===== src/rtl/booth_pkg.sv =====
// Shared definitions for the sequential Booth multiplier.
//   booth_state_t : control FSM states (IDLE, CALC, DONE)
//   BOOTH_ADD/SUB : {Q[0], Q_prev} pair codes that select add / subtract of M
package booth_pkg;

    typedef enum logic [1:0] {
        IDLE = 2'd0,
        CALC = 2'd1,
        DONE = 2'd2
    } booth_state_t;

    localparam logic [1:0] BOOTH_ADD = 2'b01;
    localparam logic [1:0] BOOTH_SUB = 2'b10;

endpackage : booth_pkg


===== src/rtl/booth_step.sv =====
// One radix-2 Booth iteration, purely combinational.
// Ports:
//   a, q, q_prev, m                : current accumulator, multiplier, guard bit, multiplicand
//   a_next, q_next, q_prev_next    : values after add/sub and the 1-bit arithmetic right shift
// All vectors are WIDTH+1 bits so both signed and zero-extended unsigned operands fit.
module booth_step
    import booth_pkg::*;
#(
    parameter int WIDTH = 8
) (
    input  logic [WIDTH:0] a,
    input  logic [WIDTH:0] q,
    input  logic           q_prev,
    input  logic [WIDTH:0] m,
    output logic [WIDTH:0] a_next,
    output logic [WIDTH:0] q_next,
    output logic           q_prev_next
);

    logic [WIDTH:0] a_upd_s;

    // Booth recoding: add, subtract or keep the accumulator (wraps modulo 2^(WIDTH+1))
    always_comb begin
        a_upd_s = a;
        case ({q[0], q_prev})
            BOOTH_ADD: a_upd_s = a + m;
            BOOTH_SUB: a_upd_s = a - m;
            default:   a_upd_s = a;
        endcase
    end

    // Arithmetic right shift of the concatenation {A, Q, Q_prev}
    always_comb begin
        a_next      = {a_upd_s[WIDTH], a_upd_s[WIDTH:1]};
        q_next      = {a_upd_s[0], q[WIDTH:1]};
        q_prev_next = q[0];
    end

endmodule : booth_step


===== src/rtl/booth_multiplier_seq.sv =====
// Sequential radix-2 Booth multiplier with valid/ready handshakes on both sides.
// One product at a time, fixed latency of WIDTH+1 edges from acceptance to out_valid.
// Ports:
//   clk, reset          : rising-edge clock, synchronous active-low reset
//   in_valid/in_ready   : operand handshake (in_ready high only in IDLE)
//   num_1, num_2        : multiplicand / multiplier (WIDTH bits)
//   signed_mode         : 1 = two's complement, 0 = unsigned; sampled at acceptance only
//   out_valid/out_ready : result handshake
//   mult_result         : 2*WIDTH-bit product, held after the handshake
//   busy                : high in CALC or DONE
module booth_multiplier_seq
    import booth_pkg::*;
#(
    parameter int WIDTH = 8
) (
    input  logic                 clk,
    input  logic                 reset,
    input  logic                 in_valid,
    output logic                 in_ready,
    input  logic [WIDTH-1:0]     num_1,
    input  logic [WIDTH-1:0]     num_2,
    input  logic                 signed_mode,
    output logic                 out_valid,
    input  logic                 out_ready,
    output logic [2*WIDTH-1:0]   mult_result,
    output logic                 busy
);

    localparam int               CNT_W    = $clog2(WIDTH + 2);
    // Counter value during the final (WIDTH+1-th) iteration
    localparam logic [CNT_W-1:0] LAST_CNT = CNT_W'(WIDTH);

    booth_state_t           state_r, state_s;
    logic [WIDTH:0]         a_r, a_s;
    logic [WIDTH:0]         q_r, q_s;
    logic                   q_prev_r, q_prev_s;
    logic [WIDTH:0]         m_r, m_s;
    logic [CNT_W-1:0]       cnt_r, cnt_s;
    logic [2*WIDTH-1:0]     result_r, result_s;
    logic                   out_valid_r, out_valid_s;

    logic [WIDTH:0]         step_a_s;
    logic [WIDTH:0]         step_q_s;
    logic                   step_q_prev_s;

    booth_step #(
        .WIDTH (WIDTH)
    ) u_step (
        .a           (a_r),
        .q           (q_r),
        .q_prev      (q_prev_r),
        .m           (m_r),
        .a_next      (step_a_s),
        .q_next      (step_q_s),
        .q_prev_next (step_q_prev_s)
    );

    // Next-state and next-datapath logic for the control FSM
    always_comb begin
        state_s     = state_r;
        a_s         = a_r;
        q_s         = q_r;
        q_prev_s    = q_prev_r;
        m_s         = m_r;
        cnt_s       = cnt_r;
        result_s    = result_r;
        out_valid_s = out_valid_r;
        case (state_r)
            IDLE: begin
                if (in_valid) begin
                    // Operands widened by one bit so unsigned values stay positive in Booth's signed view
                    m_s      = {signed_mode & num_1[WIDTH-1], num_1};
                    q_s      = {signed_mode & num_2[WIDTH-1], num_2};
                    q_prev_s = 1'b0;
                    a_s      = '0;
                    cnt_s    = '0;
                    state_s  = CALC;
                end else begin
                    state_s  = IDLE;
                end
            end
            CALC: begin
                a_s      = step_a_s;
                q_s      = step_q_s;
                q_prev_s = step_q_prev_s;
                if (cnt_r == LAST_CNT) begin
                    // Product of the widened operands fits in the low 2*WIDTH bits of {A, Q}
                    result_s    = {step_a_s[WIDTH-2:0], step_q_s};
                    out_valid_s = 1'b1;
                    state_s     = DONE;
                end else begin
                    cnt_s       = cnt_r + CNT_W'(1);
                end
            end
            DONE: begin
                if (out_ready) begin
                    out_valid_s = 1'b0;
                    state_s     = IDLE;
                end else begin
                    out_valid_s = 1'b1;
                end
            end
            default: begin
                state_s     = IDLE;
                out_valid_s = 1'b0;
            end
        endcase
    end

    // State and datapath registers with synchronous active-low reset
    always_ff @(posedge clk) begin
        if (!reset) begin
            state_r     <= IDLE;
            a_r         <= '0;
            q_r         <= '0;
            q_prev_r    <= 1'b0;
            m_r         <= '0;
            cnt_r       <= '0;
            result_r    <= '0;
            out_valid_r <= 1'b0;
        end else begin
            state_r     <= state_s;
            a_r         <= a_s;
            q_r         <= q_s;
            q_prev_r    <= q_prev_s;
            m_r         <= m_s;
            cnt_r       <= cnt_s;
            result_r    <= result_s;
            out_valid_r <= out_valid_s;
        end
    end

    // Output drive: registered data path, state decode for handshake flags
    always_comb begin
        mult_result = result_r;
        out_valid   = out_valid_r;
        in_ready    = (state_r == IDLE);
        busy        = (state_r == CALC) || (state_r == DONE);
    end

endmodule : booth_multiplier_seq

===== config.mk =====
export PLATFORM = sky130hd
export DESIGN_NAME = booth_multiplier_seq
export DESIGN_NICKNAME = d
export VERILOG_FILES = /design/src/rtl/booth_pkg.sv /design/src/rtl/booth_step.sv /design/src/rtl/booth_multiplier_seq.sv
export SDC_FILE = /design/constraint.sdc
export NUM_CORES = 1
export LEC_CHECK = 0
export CAP_MARGIN = 15
export CORE_ASPECT_RATIO = 0.9
export CORE_MARGIN = 4
export CORE_UTILIZATION = 45
export DETAILED_ROUTE_END_ITERATION = 8
export PLACE_DENSITY = 0.81
export REMOVE_ABC_BUFFERS = 1
export SLEW_MARGIN = 40
export SYNTH_ARGS = -nofsm -noshare
export SYNTH_HDL_FRONTEND = slang
export SYNTH_SLANG_ARGS = --single-unit

===== constraint.sdc =====
create_clock -name clk -period 2.4 [get_ports clk]
set_clock_uncertainty 0.1 [all_clocks]
set_input_delay 0.36 -clock clk [delete_from_list [all_inputs] [get_ports clk]]
set_output_delay 0.36 -clock clk [all_outputs]
set_load 0.1 [all_outputs]

### Yosys cells after proc, flatten, opt, wreduce, memory -nomap -nowiden

Cells that the tools add are included.

* add/subtract/negate cells: 3
* equality and inequality tests: 9
* muxes and demuxes: 17
* bitwise operators: 3
* reduce and logical (&&, ||, !) cells: 9

Operators by type and width (count)
* 9-bit case mux with 2 select lines: 3
* 9-bit two-way mux: 2
* 2-bit AND reduction: 5
* 9-bit adder: 1
* 9-bit subtractor: 1
* 4-bit two-way mux: 2
* 2-bit != test, second input constant: 4
* 4-bit case mux with 2 select lines: 1
* 2-bit case mux with 3 select lines: 1
* 4-bit by 1-bit adder with 4-bit output, second input constant: 1
* 2-bit by 1-bit == test with 1-bit output, second input constant: 2
* 2-bit == test, second input constant: 2
* 4-bit == test, second input constant: 1
* 1-bit two-way mux: 4
* 2-bit two-way mux: 2
* 1-bit case mux with 3 select lines: 1
* 3-bit AND reduction: 1
* 1-bit bitwise AND: 2
* 2-bit logical NOT: 1
* 1-bit case mux with 2 select lines: 1
* 2-bit nonzero test: 1
* 1-bit logical OR: 1
* 1-bit inverter: 1

* register bits: 51
* input bits: 21
* word-level logic and storage cells: 49

### Logic depth before layout (Yosys ltp)

Gate-level depths: netlist of the first run.

* word-level depth: 3
* depth in mapped cells: 12
* mapped depth without buffers: 11

### Modules after synthesis

From an unflattened synthesis of the first run, not the netlist that was laid out.

* cell total of the unflattened synthesis: 351
* area total of the unflattened synthesis: 2826.5 sq um

Modules (own cells, without submodules)
* booth_multiplier_seq: instances 1, cells an instance 248, area an instance 2082.0 sq um
* booth_step: instances 1, cells an instance 103, area an instance 744.5 sq um

### Least setup slack after synthesis of the first run

OpenSTA, ideal clock, no wires.

* kind: register to register
* start point: register state_r[0]
* end point: register a_r[7]
* setup time: 0.132 ns
* arrival: 2.429 ns
* required time: 2.168 ns
* setup slack: -0.261 ns
* cell stages (with the launch flop): 9
* path through: dfxtp_1 > inv_1 > ha_1 > nand2_1 > o21ai_1 > buf_2 > nand2_1 > nand3_1 > o41ai_2

* longest elaborated chain between the ends: 3
* elaborated cells on any way between the ends: 6
* classes of those cells: eq/ne (2); mux (1); reduce/logical (3)

Ends and longest elaborated chain
* start, declared: line booth_multiplier_seq.sv:33 `booth_state_t state_r, state_s;`
* start signal, assigned: line booth_multiplier_seq.sv:122 `state_r <= state_s;`
* 2-bit logical NOT (*)
* net in_ready: line booth_multiplier_seq.sv:19 `output logic in_ready,`
* 2-bit != test (no source line) or 2-bit nonzero test (tied branches)
* 2-bit AND reduction (no source line)
* end signal, assigned: line booth_multiplier_seq.sv:123 `a_r <= a_s;`
* end, declared: line booth_multiplier_seq.sv:34 `logic [WIDTH:0] a_r, a_s;`

The timed path passes the listed nets; every way through them passes the cells marked *.
A chain may end at the register's enable or synchronous reset.

### Worst setup path in the final report of the first run

* start point: register m_r[3]
* end point: register a_r[6]

* longest elaborated chain between the ends: 3
* elaborated cells on any way between the ends: 4
* classes of those cells: add/sub (2); mux (2)

Ends and longest elaborated chain
* start, declared: line booth_multiplier_seq.sv:37 `logic [WIDTH:0] m_r, m_s;`
* start signal, assigned: line booth_multiplier_seq.sv:126 `m_r <= m_s;`
* 9-bit subtractor or 9-bit adder (tied branches): line booth_step.sv:27, booth_step.sv:26
* 9-bit case mux with 2 select lines (*): line booth_step.sv:25 `case ({q[0], q_prev})`
* 9-bit case mux with 2 select lines (*): line booth_multiplier_seq.sv:68 `case (state_r)`

Every way passes the cells marked *; elsewhere a longest branch is shown, timed or not.

==> metrics.txt, run 1 <==
DR vias/cell 5.46; initial antenna violation count 0; layout cell share with drive strength beyond 1 24.0%; crit start category flop; final instance area 3490 um2; count leader, synth nand2_1; xor/xnor share of the synthesized area 4.88%; ys flop type dfxtp_1; CTS sink cnt 50; FILL cells 512; H-Tree Depth 2; number of core rows 26; post-route ant nets 0; Placer Congestion ~0.86; worst vdd ir 0.000374 V; die area 7230 um2; Die Height 81.1 um; Hold Vio Cnt, Final 0; crit-path max cell delay 380 ps; fin nets 428; Routed Wire Length 6700 um; status complete, but fails checks; io pins 40; largest family of logic cells by synthesized area simple AND/OR/NAND/NOR gates; Pleak 1.40 nW; initial core utilization about 47%; Max FO, Critical Path 5; CP top delay family compound AO/OA/AOI/OAI gates; EDFF count, synth 0; post-synth top area cell dfxtp_1; hold buffer count at CTS 0; worst path arrival time 2540 ps; min Tclk post-route 2420 ps; Hold Crit Class reg2reg; Via Count 2523; Setup WS post-layout -19.1 ps; DP Area 3240 um2; Layout area overhead 30.9%; failing checks setup timing; Tot GR Track Use 19.9%; f_max 413 MHz; initial DRC count 190; Synth Area in Simple Gates 22.2%; adder-cell share of the synthesized area 7.78%; post-synth top area share 37.5%; Ant. Diodes 0; register area 1020 um2; clock latency at the later pin of the worst-skew pair 300 ps; YS warnings 0; max cap viols 0; RSZ-0062 raised after global routing yes; Setup Crit Path Kind reg2reg; CP max stage cell dfxtp_2; clock buffer depth 2; element type at the critical path end flop; TritonCTS clock tree built; synthesis-stage register bit count 50; area of the core 5730 um2; largest net degree at the start of global routing 32; CP Cell Sequence nor4_4 -> a21oi_2 -> xnor2_1 -> ha_1 -> and3_1 -> o211ai_1 -> a211o_1 -> and3_1 -> a221oi_2; synth cell count leaders nand2_1, dfxtp_1, nor2_1, a21oi_1, nor3_1; Cell Area, Synth 2670 um2; CTS root buf clkbuf_8; Avg Cell Area, Syn 8.04 um2; final setup TNS -19.5 ps; Rel. slew slack 54.7%; most area-consuming cells after synthesis dfxtp_1, nand2_1, ha_1; Synth Area in Compound Gates 20.9%; width of the die 89.2 um; dpl hpwl 4860 um; final hold slack around 360 ps; DR WL/cell 14.5 um; final worst path period share 101%; Async S/R FF share, synth 0%; pwr dens 580 nW/um2; Buf/Inv on CP 0; multi-input logic area about 1700 um2; most used cell along the critical path and3_1; final setup fails 2; worst path required time 2520 ps; dpl ws -198 ps; total global routing overflow 0; clock slew at the register clock pins of the worst setup and hold paths 100 ps; vias in the first global route 2480; Seq/Total Area, Yosys 37.5%; Synth Instances ~330; worst-margin pin slew 675 ps; drt drc 0; Detailed Routing Iterations Pass 1 5; Final Slew Violations 0; I/O Buffers 39; mux share of post-synthesis cell area 2.30%; first-pass GRT wire length 11500 um; Yosys cell types 47; CTS buffer count 5
tightest hold or removal path, cell delays in order, from the launching register on:
cell and delay (ps):
dfxtp_1 320, nand2_1 50, a21boi_1 50
cells by family (layout without fill, tap and decap cells):
group / Yosys count / count (layout)
AO/OA/AOI/OAI: 85 / 85
XOR/XNOR: 14 / 14
adder cells (fa/ha/maj): 16 / 16
buffers and inverters: 29 / 89
flip-flops: 50 / 50
multiplexers: 6 / 6
AND/OR/NAND/NOR: 132 / 132
report_power, final:
part | internal, mW | switching, mW
Clock | 0.209 | 0.297
Combinational | 0.304 | 0.320
Sequential | 0.861 | 0.0348
Total | 1.37 | 0.652
registers in the layout, summed over array words and instances, names as in the netlist:
name and cells:
out_valid 1, cnt_r 4, state_r 2, a_r 8
mult_result 16, m_r 9, q_prev_r 1, q_r 9
per-layer routing:
metal	share of wire, %	vias up	track usage (%)
li1	-	1270	-
met1	45	1180	25.6
met2	49	62	34.5
met3	4.2	11	3.04
met4	1.3	0	5.06
met5	0	-	0
placed cells by master (no fill, tap or decap), types with 4 or more instances in the layout:
master            n
nand2_1          55
buf_4            49
dfxtp_1          42
nor2_1           29
a21oi_1          22
nor3_1           21
o21ai_0          20
clkdlybuf4s50_1  20
ha_1             13
xnor2_1           9
nand3_1           8
inv_1             7
a21boi_0          6
dfxtp_2           6
clkbuf_8          5
a21oi_2           4
nor2b_1           4
mux2i_1           4
xor2_1            4
a22oi_1           4
per-stage QoR:
step	total power, mW	instances	util [%]
2_1_floorplan	1.25	315	-
3_3_place_gp	1.43	453	56.7
3_5_place_dp	1.45	453	56.7
4_1_cts	2.00	462	60.1
5_1_grt	2.14	462	61.0
6_report	2.03	462	61.0
final cells by class:
type / instances / share of cell area (%)
clock inverters: 3 / 0.681
flip-flops and latches: 50 / 29.1
repair buffers: 69 / 16.3
multi-input cells: 253 / 48.1
well taps: 70 / 2.51
inverters: 12 / 1.36
clock buffers: 5 / 1.97
timing repair:
action / 4_1_cts / 5_1_grt
buffers inserted: 1 / 0
pin swaps: 9 / 14
resized for setup: 23 / 15
endpoints found under the setup margin: 9 / 7
final timing paths:
| check | to | startpoint | cells after the start | slack, ps |
|---|---|---|---|---|
| worst min register to register | mult_result[4] | mult_result[4] | 2 | 360 |
| worst min-delay path | mult_result[4] | mult_result[4] | 2 | 360 |
| worst max-delay path | a_r[6] | m_r[3] | 9 | -20 |
| worst max register to register | a_r[6] | m_r[3] | 9 | -20 |
Power figures use the tool's default switching activity.
==> inputs of run 2 (changes only) <==
--- a/config.mk
+++ b/config.mk
@@ -8,10 +8,9 @@
 export CAP_MARGIN = 15
 export CORE_ASPECT_RATIO = 0.9
 export CORE_MARGIN = 4
-export CORE_UTILIZATION = 45
+export CORE_UTILIZATION = 49
 export DETAILED_ROUTE_END_ITERATION = 8
-export PLACE_DENSITY = 0.81
-export REMOVE_ABC_BUFFERS = 1
+export PLACE_DENSITY = 0.86
 export SLEW_MARGIN = 40
 export SYNTH_ARGS = -nofsm -noshare
 export SYNTH_HDL_FRONTEND = slang
==> run 2 against run 1 <==
The flow still finishes with violations (setup timing). Via count increased by 3.4%. Combinational power increased by 10%. Sequential power about the same. Flip-flop and latch count unchanged. Critical path type unchanged. Largest cell class unchanged.
==> metrics.txt, run 2 (same netlist as run 1, synthesis figures left out) <==
FF-to-FF Start m_r[0]; hold buffer count at CTS 0; worst path arrival time 2520 ps; max reg flops 16; final worst path period share 100%; layout cell share with drive strength beyond 1 27.3%; Seq pwr share 40.5%; Final Slew Violations 0; min Tclk post-route 2410 ps; RSZ-0062 raised after global routing yes; CTS root buf clkbuf_8; final core occ 69.2%; Max FO, Critical Path 4; Hold Crit Class reg2reg; initial core utilization 50.8%; io pins 40; Int Pwr 1.52 mW; f_max slightly above 400 MHz; Ant. Diodes 0; clock buffer depth 2; pwr dens 608 nW/um2; Comb power frac 31.1%; CTS sink cnt 50; post-route ant nets 0; H-Tree Depth 2; worst path required time 2520 ps; most used cell along the critical path xnor2_2; Mapped Nets 369; dpl hpwl 4930 um; worst vdd ir 0.000475 V; max cap viols 0; CTS buffer count 5; element type at the critical path end flop; first-pass GRT wire length 11200 um; fin nets 431; DR vias/cell 5.65; Layout area overhead 36.2%; dpl ws -118 ps; total power approximately 2.2 mW; commonest non-fill, non-tap cell in the layout nand2_1; Setup WS post-layout -5.83 ps; largest net degree at the start of global routing 34; Clock power frac 28.4%; status complete, but fails checks; Rel. slew slack approximately three quarters; TritonCTS clock tree built; number of core rows 25; critical path launch point m_r[0]; I/O Buffers 39; final setup TNS -9.57 ps; initial DRC count 204; Routed Wire Length 7060 um; final hold slack 363 ps; CP max stage cell dfxtp_2; crit-path max cell delay 360 ps; commonest cells after routing, fill and taps aside nand2_1, buf_4, dfxtp_1; DR WL/cell 15.3 um; total global routing overflow 0; width of the die between 80 and 90 um; switching share of power 31.3%; Pleak 1.45 nW; CP Cell Sequence inv_2 -> ha_4 -> a21oi_4 -> xnor2_2 -> ha_1 -> a21o_1 -> a221oi_4 -> o21ai_2 -> xnor2_2 -> o41ai_2; final setup fails 2; Placer Congestion roughly 0.86; drt drc 0; crit start category flop; Via Count around 2600; vias in the first global route 2484; FILL cells 420; initial antenna violation count 0; Detailed Routing Iterations Pass 1 4; Die Height 78.0 um; die area between 6000 and 7000 um2; Tot GR Track Use between 20 and 25%; clock slew at the register clock pins of the worst setup and hold paths 100 ps; hold_sp mult_result[4]; Hold Vio Cnt, Final 0; clock latency at the later pin of the worst-skew pair 310 ps; Setup Crit Path Kind reg2reg; Net Switching between 0.6 and 0.7 mW; worst-margin pin slew 390 ps; area of the core 5260 um2; failing checks setup timing
## run 2: per-stage QoR
step | cell area (um2) | instances
after floorplan | 2710 | 332
after global placement | 3270 | 448
after detailed placement | 3270 | 448
after CTS | 3460 | 458
after global routing | 3640 | 462
final | 3640 | 462
## run 2: power by group through the flow
stage | Clock [mW] | Sequential (mW) | Combinational [mW]
after floorplan | 0 | 0.903 | 0.373
after global placement | 0 | 0.907 | 0.539
after detailed placement | 0 | 0.909 | 0.557
after CTS | 0.628 | 0.893 | 0.593
after global routing | 0.666 | 0.897 | 0.741
final | 0.628 | 0.894 | 0.687
## run 2: critical path: cells and delay by family, from the launching register on
kind                     cells  cell delay (ps)
buffers and inverters        1               60
XOR/XNOR                     2              230
AO/OA/AOI/OAI                5             1050
adder cells (fa/ha/maj)      2              510
flip-flops                   1              360
## run 2: layout make-up
type | count | area, um2 | share of cell area (%)
multi-input combinational | 253 | 1760 | 48.4
timing repair buffer | 72 | 614 | 16.9
inverter | 12 | 45.0 | 1.24
clock inverter | 3 | 47.5 | 1.31
clock buffer | 5 | 68.8 | 1.89
sequential | 50 | 1020 | 27.9
tap | 67 | 83.8 | 2.31
## run 2: final timing paths
| check | endpoint | slack, ps | depth (start not counted) |
|---|---|---|---|
| worst min-delay path | mult_result[4] | 360 | 2 |
| worst min register to register | mult_result[4] | 360 | 2 |
| worst max register to register | a_r[7] | -6 | 10 |
| worst max-delay path | a_r[7] | -6 | 10 |
## run 2: what timing repair did
item / in CTS / in global routing
pin swaps: 14 / 16
cloned: 0 / 0
endpoints found under the setup margin: 9 / 11
setup buffers: 2 / 4
gates resized for setup: 15 / 30
## run 2: routing by layer
metal	track usage [%]	share of wire, %
met5	0	0
met4	6.49	1.5
met3	3.57	5.5
met2	35.1	50
met1	25.6	43
